`src/rtl/bus_cycle_seq.sv`:
```
// bus_cycle_seq: machine-cycle T-state sequencer for the 8085-compatible core.
// Runs one machine cycle per accepted request, with forced and READY wait
// states, an optional READY timeout, HOLD/HLDA and halt with interrupt wake.
//
// Request handshake: the core holds cyc_req with cyc_type/cyc_long stable;
// the request is accepted on the rising edge that enters T1 (from TI or from
// the last T-state of the previous cycle, when hold is not being taken), and
// cyc_ack is high for exactly that T1 clock. The core may drop or change the
// request once it has seen cyc_ack.
module bus_cycle_seq #(
    parameter int WAIT_W     = 4,
    parameter int AUTO_WAIT  = 0,
    parameter int WAIT_LIMIT = 0,
    parameter bit HOLD_ENB   = 1'b1
) (
    input  logic       clk_,
    input  logic       rst_,
    input  logic       cyc_req,
    input  logic [2:0] cyc_type,
    input  logic       cyc_long,
    output logic       cyc_ack,
    output logic       cyc_done,
    output logic       cyc_tout,
    input  logic       ready,
    input  logic       hold,
    input  logic       intr_wake,
    output logic       hlda,
    output logic       ale,
    output logic       rd_,
    output logic       wr_,
    output logic       inta_,
    output logic       iom_,
    output logic       s1,
    output logic       s0,
    output logic       oe_addl,
    output logic       oe_addh,
    output logic       oe_data,
    output logic       oe_ctl,
    output logic [3:0] tstate
);

    typedef enum logic [3:0] {
        S_TR = 4'd0,
        S_TI = 4'd1,
        S_T1 = 4'd2,
        S_T2 = 4'd3,
        S_T3 = 4'd4,
        S_T4 = 4'd5,
        S_T5 = 4'd6,
        S_T6 = 4'd7,
        S_TW = 4'd8,
        S_TH = 4'd9,
        S_TT = 4'd10
    } state_t;

    localparam logic [2:0] TY_OF  = 3'd0;
    localparam logic [2:0] TY_MR  = 3'd1;
    localparam logic [2:0] TY_MW  = 3'd2;
    localparam logic [2:0] TY_IOR = 3'd3;
    localparam logic [2:0] TY_IOW = 3'd4;
    localparam logic [2:0] TY_INA = 3'd5;
    localparam logic [2:0] TY_BI  = 3'd6;
    localparam logic [2:0] TY_HLT = 3'd7;

    localparam logic [WAIT_W-1:0] AUTO_W  = AUTO_WAIT[WAIT_W-1:0];
    localparam logic [WAIT_W-1:0] LIMIT_W = WAIT_LIMIT[WAIT_W-1:0];
    localparam logic [WAIT_W-1:0] ONE_W   = {{(WAIT_W-1){1'b0}}, 1'b1};
    localparam logic [WAIT_W-1:0] MAX_W   = {WAIT_W{1'b1}};

    state_t            state_q;
    logic [2:0]        type_q;
    logic              long_q;
    logic              halt_q;
    logic              tout_q;
    logic [WAIT_W-1:0] fcnt_q;   // forced wait states still to run
    logic [WAIT_W-1:0] rcnt_q;   // READY-driven wait states entered so far

    logic   hold_take;
    logic   eff_ready;
    logic   last_t;
    logic   accept;
    state_t end_next;

    // Transition qualifiers shared by the sequencer below.
    always_comb begin
        hold_take = HOLD_ENB && hold;
        // A bus-idle cycle never waits for READY.
        eff_ready = ready || (type_q == TY_BI);
        last_t    = ((state_q == S_T3) && (type_q != TY_OF)) ||
                    ((state_q == S_T4) && (type_q == TY_OF) && !long_q) ||
                    (state_q == S_T6);
        accept    = cyc_req && !hold_take && ((state_q == S_TI) || last_t);
        if (hold_take)    end_next = S_TH;
        else if (cyc_req) end_next = S_T1;
        else              end_next = S_TI;
    end

    // T-state sequencer, request latch, wait counters, halt and timeout flags.
    always_ff @(posedge clk_ or negedge rst_) begin
        if (!rst_) begin
            state_q <= S_TR;
            type_q  <= TY_HLT;   // decodes to status 000
            long_q  <= 1'b0;
            halt_q  <= 1'b0;
            tout_q  <= 1'b0;
            fcnt_q  <= '0;
            rcnt_q  <= '0;
        end else begin
            case (state_q)
                S_TR: state_q <= S_TI;
                S_TI: begin
                    if (hold_take)    state_q <= S_TH;
                    else if (cyc_req) state_q <= S_T1;
                end
                S_T1: begin
                    if (type_q == TY_HLT) begin
                        state_q <= S_TT;
                        halt_q  <= 1'b1;
                    end else begin
                        state_q <= S_T2;
                    end
                end
                S_T2: begin
                    if (AUTO_WAIT != 0) begin
                        state_q <= S_TW;
                        fcnt_q  <= AUTO_W;
                        rcnt_q  <= '0;
                    end else if (eff_ready) begin
                        state_q <= S_T3;
                    end else begin
                        state_q <= S_TW;
                        fcnt_q  <= '0;
                        rcnt_q  <= ONE_W;
                    end
                end
                S_TW: begin
                    if (fcnt_q != '0) begin
                        // Forced waits ignore READY; the last one hands over
                        // to READY sampling.
                        fcnt_q <= fcnt_q - ONE_W;
                        if (fcnt_q == ONE_W) begin
                            if (eff_ready) state_q <= S_T3;
                            else           rcnt_q  <= ONE_W;
                        end
                    end else if (eff_ready) begin
                        state_q <= S_T3;
                    end else if ((WAIT_LIMIT != 0) && (rcnt_q == LIMIT_W)) begin
                        state_q <= S_T3;
                        tout_q  <= 1'b1;
                    end else if (rcnt_q != MAX_W) begin
                        rcnt_q <= rcnt_q + ONE_W;
                    end
                end
                S_T3: begin
                    if (type_q == TY_OF) state_q <= S_T4;
                    else                 state_q <= end_next;
                end
                S_T4: begin
                    if (long_q) state_q <= S_T5;
                    else        state_q <= end_next;
                end
                S_T5: state_q <= S_T6;
                S_T6: state_q <= end_next;
                S_TT: begin
                    if (hold_take) begin
                        state_q <= S_TH;
                    end else if (intr_wake) begin
                        state_q <= S_TI;
                        halt_q  <= 1'b0;
                    end
                end
                S_TH: begin
                    if (!hold_take) state_q <= halt_q ? S_TT : S_TI;
                end
                default: state_q <= S_TI;
            endcase

            if (accept) begin
                type_q <= cyc_type;
                long_q <= cyc_long;
                tout_q <= 1'b0;
            end
        end
    end

    // Moore decode of the bus pins from the current state and latched cycle.
    always_comb begin
        ale      = 1'b0;
        rd_      = 1'b1;
        wr_      = 1'b1;
        inta_    = 1'b1;
        oe_addl  = 1'b0;
        oe_addh  = 1'b0;
        oe_data  = 1'b0;
        oe_ctl   = 1'b1;
        hlda     = 1'b0;
        cyc_ack  = 1'b0;
        cyc_done = last_t;
        cyc_tout = tout_q;
        tstate   = state_q;

        case (type_q)
            TY_OF:   {iom_, s1, s0} = 3'b011;
            TY_MR:   {iom_, s1, s0} = 3'b010;
            TY_MW:   {iom_, s1, s0} = 3'b001;
            TY_IOR:  {iom_, s1, s0} = 3'b110;
            TY_IOW:  {iom_, s1, s0} = 3'b101;
            TY_INA:  {iom_, s1, s0} = 3'b111;
            TY_BI:   {iom_, s1, s0} = 3'b010;
            default: {iom_, s1, s0} = 3'b000;
        endcase

        case (state_q)
            S_TR: oe_ctl = 1'b0;
            S_T1: begin
                cyc_ack  = 1'b1;
                ale      = (type_q != TY_BI) && (type_q != TY_HLT);
                oe_addl  = 1'b1;
                oe_addh  = 1'b1;
                cyc_done = (type_q == TY_HLT);
            end
            S_T2, S_TW, S_T3: begin
                rd_     = !((type_q == TY_OF) || (type_q == TY_MR) || (type_q == TY_IOR));
                wr_     = !((type_q == TY_MW) || (type_q == TY_IOW));
                inta_   = (type_q != TY_INA);
                oe_addh = 1'b1;
                oe_data = (type_q == TY_MW) || (type_q == TY_IOW);
            end
            S_T4, S_T5, S_T6: oe_addh = 1'b1;
            S_TT: oe_ctl = 1'b0;
            S_TH: begin
                oe_ctl = 1'b0;
                hlda   = 1'b1;
            end
            default: ;
        endcase
    end

endmodule

```
`config.mk`:
```
export PLATFORM = sky130hd
export DESIGN_NAME = bus_cycle_seq
export DESIGN_NICKNAME = d
export VERILOG_FILES = /design/src/rtl/bus_cycle_seq.sv
export SDC_FILE = /design/constraint.sdc
export NUM_CORES = 1
export LEC_CHECK = 0
export CAP_MARGIN = 0
export CORE_UTILIZATION = 49
export CTS_CLUSTER_SIZE = 40
export DETAILED_ROUTE_END_ITERATION = 12
export PLACE_DENSITY = 0.8
export SETUP_SLACK_MARGIN = 0.4
export SYNTH_ARGS = -nofsm -noshare
export SYNTH_HDL_FRONTEND = slang
export SYNTH_SLANG_ARGS = --single-unit
export TNS_END_PERCENT = 50
```
`constraint.sdc`:
```
create_clock -name clk_ -period 2 [get_ports clk_]
set_input_delay 0.2 -clock clk_ [delete_from_list [all_inputs] [get_ports clk_]]
set_output_delay 0.2 -clock clk_ [all_outputs]
set_load 0.1 [all_outputs]
```
=== After elaboration in Yosys (flattened, before gate mapping) ===
Index checks and enable logic that the tools add are counted.

* Add/sub/neg operators: 1
* Equal/unequal tests: 30
* Mux-type cells: 36
* Reduce and logical (&&, ||, !) cells: 32

{| class="wikitable"
|+ Operators by type and width
! operator !! number
|-
| $mux W4 || 16
|-
| $pmux W4 S10 || 1
|-
| $ne A3 B3 Y1 const B || 6
|-
| $eq A4 B3 Y1 const B || 4
|-
| $mux W1 || 16
|-
| $eq A3 B3 Y1 const B || 4
|-
| $eq A4 B4 Y1 const B || 3
|-
| $ne A2 B2 Y1 const B || 6
|-
| $reduce_or A3 Y1 || 3
|-
| $eq A4 B1 Y1 const B || 2
|-
| $eq A4 B2 Y1 const B || 2
|-
| $pmux W4 S2 || 1
|-
| $reduce_and A4 Y1 || 2
|-
| $logic_or A1 B1 Y1 || 7
|-
| $reduce_or A7 Y1 || 1
|-
| $eq A3 B2 Y1 const B || 2
|-
| $logic_and A1 B1 Y1 || 6
|-
| $reduce_or A5 Y1 || 1
|-
| $logic_not A1 Y1 || 4
|-
| $logic_not A4 Y1 || 1
|-
| $reduce_bool A2 Y1 || 2
|-
| $reduce_bool A4 Y1 || 1
|-
| $reduce_or A4 Y1 || 1
|-
| $sub A4 B1 Y4 const B || 1
|-
| other kinds (6) || 6
|}

* Bits in registers: 13
* Input port bits: 10

=== Logic depth before layout (Yosys ltp) ===
* Depth in word-level cells: 7
* Depth in mapped cells: 7
* Gate-level depth less buffers: 7

=== Worst setup path after synthesis ===
No wires, ideal clock.

* Path type: flip-flop to output port
* From: reg state_q[2] (netlist: tstate[2])
* To: out oe_addh
* Arrival time: 3.622 ns
* Required time: 1.800 ns
* Setup slack: -1.822 ns
* Cell stages (with the launch flop): 5
* Buffers on the path: 2
* Cells stage by stage: dfrtp_1 -> buf_2 -> clkbuf_1 -> nor2_1 -> o21ai_0

* Cells in the longest elaborated chain, start to end: 3

{| class="wikitable"
|+ RTL lines
! element !! RTL line !! text
|-
| start, declared || 70 || <nowiki>state_t state_q;</nowiki>
|-
| start signal, assigned || 156 || <nowiki>else state_q <= end_next;</nowiki>
|-
| start signal, assigned || 160 || <nowiki>else state_q <= end_next;</nowiki>
|-
| start signal, assigned || 163 || <nowiki>S_T6: state_q <= end_next;</nowiki>
|-
| $eq A4 B3 Y1, or another cell as far along || 213 || <nowiki>case (state_q)</nowiki>
|-
| $reduce_or A7 Y1 (no line) (*) || -- ||
|-
| $mux W1 (*) || 213 ||
|-
| end, declared || 36 || <nowiki>output logic oe_addh,</nowiki>
|}

Every way passes the cells marked *; elsewhere a longest branch is shown, timed or not.

=== Worst setup path in the final report ===
* From: reg state_q[3] (netlist: tstate[3])
* To: out oe_data

* Cells in the longest elaborated chain, start to end: 3

{| class="wikitable"
|+ RTL lines
! element !! RTL line !! text
|-
| $eq A4 B3 Y1, or another cell as far along || 213 ||
|-
| $reduce_or A3 Y1 (*) || 213 ||
|-
| $mux W1 (*) || 213 ||
|-
| end, declared || 37 || <nowiki>output logic oe_data,</nowiki>
|}

Marked as above.

==> results by group <==
Logic synthesis
  – Synth warn: 0
  – Synth cell types: 49
  – Cells after Synth: 146
  – Largest family of logic cells by synthesized area: simple AND/OR/NAND/NOR gates
  – Share of the synthesized area in the top cell type: 21.4%
  – Synth top area cells: dfrtp_1, dfstp_2, mux2_1
  – Syn_nets: between 150 and 200
  – Seq cells post-synth: 13
  – Area share of xor/xnor cells in the synthesized design: 3.75%
  – Asr flop ratio synth: 100%
  – Synth Cell Area: between 0.001 and 0.0015 mm²
  – Simple-Gate Fraction of Synth Area: 28.2%
  – Sequential-to-total area share from yosys stat: 28.2%
  – Post-synthesis compound-gate area fraction: between 20% and 30%
  – Number of synthesized flops with an enable pin: 0
  – Post-synth top area cell: dfrtp_1
  – Synth Flop Type: dfrtp_1
  – Synth Area per Inst: 8.00 µm²
  – Adder-Cell Fraction of Synth Area: 2.14%
  – Mux share of post-synthesis cell area: 5.67%

Floorplan
  – Die area: 0.00258 mm²
  – Row cnt: 17
  – Top-level I/O count: 29
  – Starting Density: 52.3%
  – Die Span Y: 50.8 µm
  – Die W: a little over 50 µm
  – Core Area: 0.00223 mm²

Clocking
  – Hold-fix buffers, CTS: 0
  – CTS clk-pin slew, worst paths: 100 ps
  – Num CTS Buffers: 3
  – TritonCTS clock tree: built
  – Worst skew pair latency: 300 ps
  – Clk sinks: 13
  – H-tree depth: 1
  – Root buf cell: clkbuf_4
  – Clock Path Buffers: 2

Placement
  – RePlAce Congestion: 0.910
  – Post-DP HPWL: around 2400 µm
  – Placed cell count: about 200
  – Port Buffers: 27

Routing
  – Via count: 1601
  – Post-DRT Antenna Nets: 0
  – WL per Instance: 26.0 µm
  – Starting DRT DRC Count: 175
  – DRC errors left: 0
  – Pre-antenna DRT Iters: 5
  – Total routed wirelength: 5910 µm
  – Avg Vias per Cell: slightly above 7

Flow run
  – Max Cap Viol: 0

Worst setup path
  – Startpoint Class: flip-flop
  – Slowest stage delay, CP: 550 ps
  – Critical-path cell list: nor2_2 > and2_4 > a21oi_4 > or3_4 > clkinvlp_4 > buf_12
  – Worst Path Arrival: 1940 ps
  – Crit-path slowest cell: dfrtp_4
  – CP required: 1800 ps
  – CP Capture Type: output port
  – WS Path Type: flip-flop to output port
  – Worst R2R Path Depth: 7
  – Crit Path Max Fanout: 6

Timing
  – Max Clk Rate: 466 MHz
  – Worst Tran Pin Value: approximately 640 ps
  – Setup Skew: 8.75 ps
  – Fin. max-slew vios: 0
  – Final setup margin: -144 ps
  – Crit path time final: approximately 2100 ps
  – Period utilization: 107%
  – RSZ-0062 raised after global routing: true
  – Final hold viol count: 0
  – Max-slew headroom: between 50 and 60%
  – Final Setup Violations: 10

Global routing
  – First-pass GRT wire length: 6930 µm
  – Gr usage total: 36.5%
  – Grt met1 use: 42.4%
  – GR peak layer: met2
  – Met3 Usage GRT: 4.17%
  – Initial antenna violation count: 0
  – Met2 Usage GRT: 68.7%
  – Vias in the first global route: 1389
  – Grt total ovfl: 0
  – Largest net degree at the start of global routing: 14

Layout
  – Final nets: between 200 and 250
  – Diodes inserted: 0
  – Most frequent cells in the layout: buf_4, buf_12, nand2_1, clkdlybuf4s50_1, nor2_1
  – Non-Filler Instances: 227
  – Commonest non-fill, non-tap cell in the layout: buf_4
  – Share of cells above drive strength 1: 52.8%
  – Filler cells: 44
  – FF+latch area: ~340 µm²
  – Multi-input gate area: roughly 0.0010 mm²
  – Area grow syn2layout: 84.5%

Run status
  – Failing checks: negative setup slack
  – Status: finished with violations

Worst hold path
  – Worst min path class: primary input to async pin
per-layer routing:
layer  part of all wire (%)  vias up  wire length (µm)
li1                       -      624                 -
met1                     33      732              1980
met2                     47      173              2750
met3                     11       72               656
met4                    8.9        0               524
met5                      0        -                 0
cell type report:
type                       instances  area share [%]
timing repair buffer              61            32.4
clock buffer                       4            1.22
sequential                        13            15.8
multi-input combinational        114            47.4
tap                               28            1.63
inverter                           7            1.57
Yosys cell counts, types with 3 or more instances:
master,number
nor2_1,13
nand2_1,11
dfrtp_1,10
a21oi_1,9
inv_1,7
nand2b_1,6
nor2b_1,6
o21ai_0,6
clkbuf_1,5
mux2_1,5
nor3_1,5
and2_1,3
dfstp_2,3
o21bai_1,3
o22a_1,3
o22ai_1,3
xor2_1,3
kinds of logic after synthesis:
kind of cell | after synthesis
AOI/OAI and AO/OA | 41
xor gates and xnor gates | 5
adders and majority gates | 2
buffers and inverters | 19
DFF | 13
muxes | 6
other | 1
and+or+nand+nor | 59
final timing paths:
kind	start	to	slack, ps
min	rst_	long_q$_DFFE_PN0P_	280
max	tstate[3]$_DFFE_PN0P_	oe_data	-140
max reg2reg	tstate[2]$_DFFE_PN0P_	fcnt_q[3]$_DFFE_PN0P_	-90
max in group asynchronous	rst_	tstate[1]$_DFFE_PN0P_	1250
min reg2reg	long_q$_DFFE_PN0P_	long_q$_DFFE_PN0P_	640
min in group clk_	cyc_long	long_q$_DFFE_PN0P_	540
worst max-delay path: cells and delay by family (launching register included):
kind	cells	cell delay (ps)
flops	1	550
compound gates	1	50
buf+inv	2	280
simple gates	3	750
state kept, by name, indices dropped and copies added, names as in the netlist:
signal and flops:
fcnt_q 4, type_q 3, halt_q 1, long_q 1, tstate 4
through the flow:
stage | utilization, % | area, µm² | setup TNS (ps) | hold slack [ps] | setup slack [ps]
after global placement | 76.2 | 1700 | 0 | 542 | 156
after floorplan | - | 1310 | -1220 | -95.6 | -267
after global routing | 96.5 | 2160 | -1020 | 330 | -179
after CTS | 88.1 | 1970 | -40.5 | 309 | -21.3
after detailed placement | 76.2 | 1700 | 0 | 567 | 91.3
final | 96.5 | 2160 | -596 | 282 | -144
what timing repair did:
action | 4_1_cts | 5_1_grt
buffers inserted | 16 | 10
pin swaps | 8 | 14
gates resized for setup | 22 | 24
endpoints found under the setup margin | 26 | 26
Power is left out: the tool's default activity adds up to more than one toggle a clock period on the data nets, which glitch-free logic cannot reach.
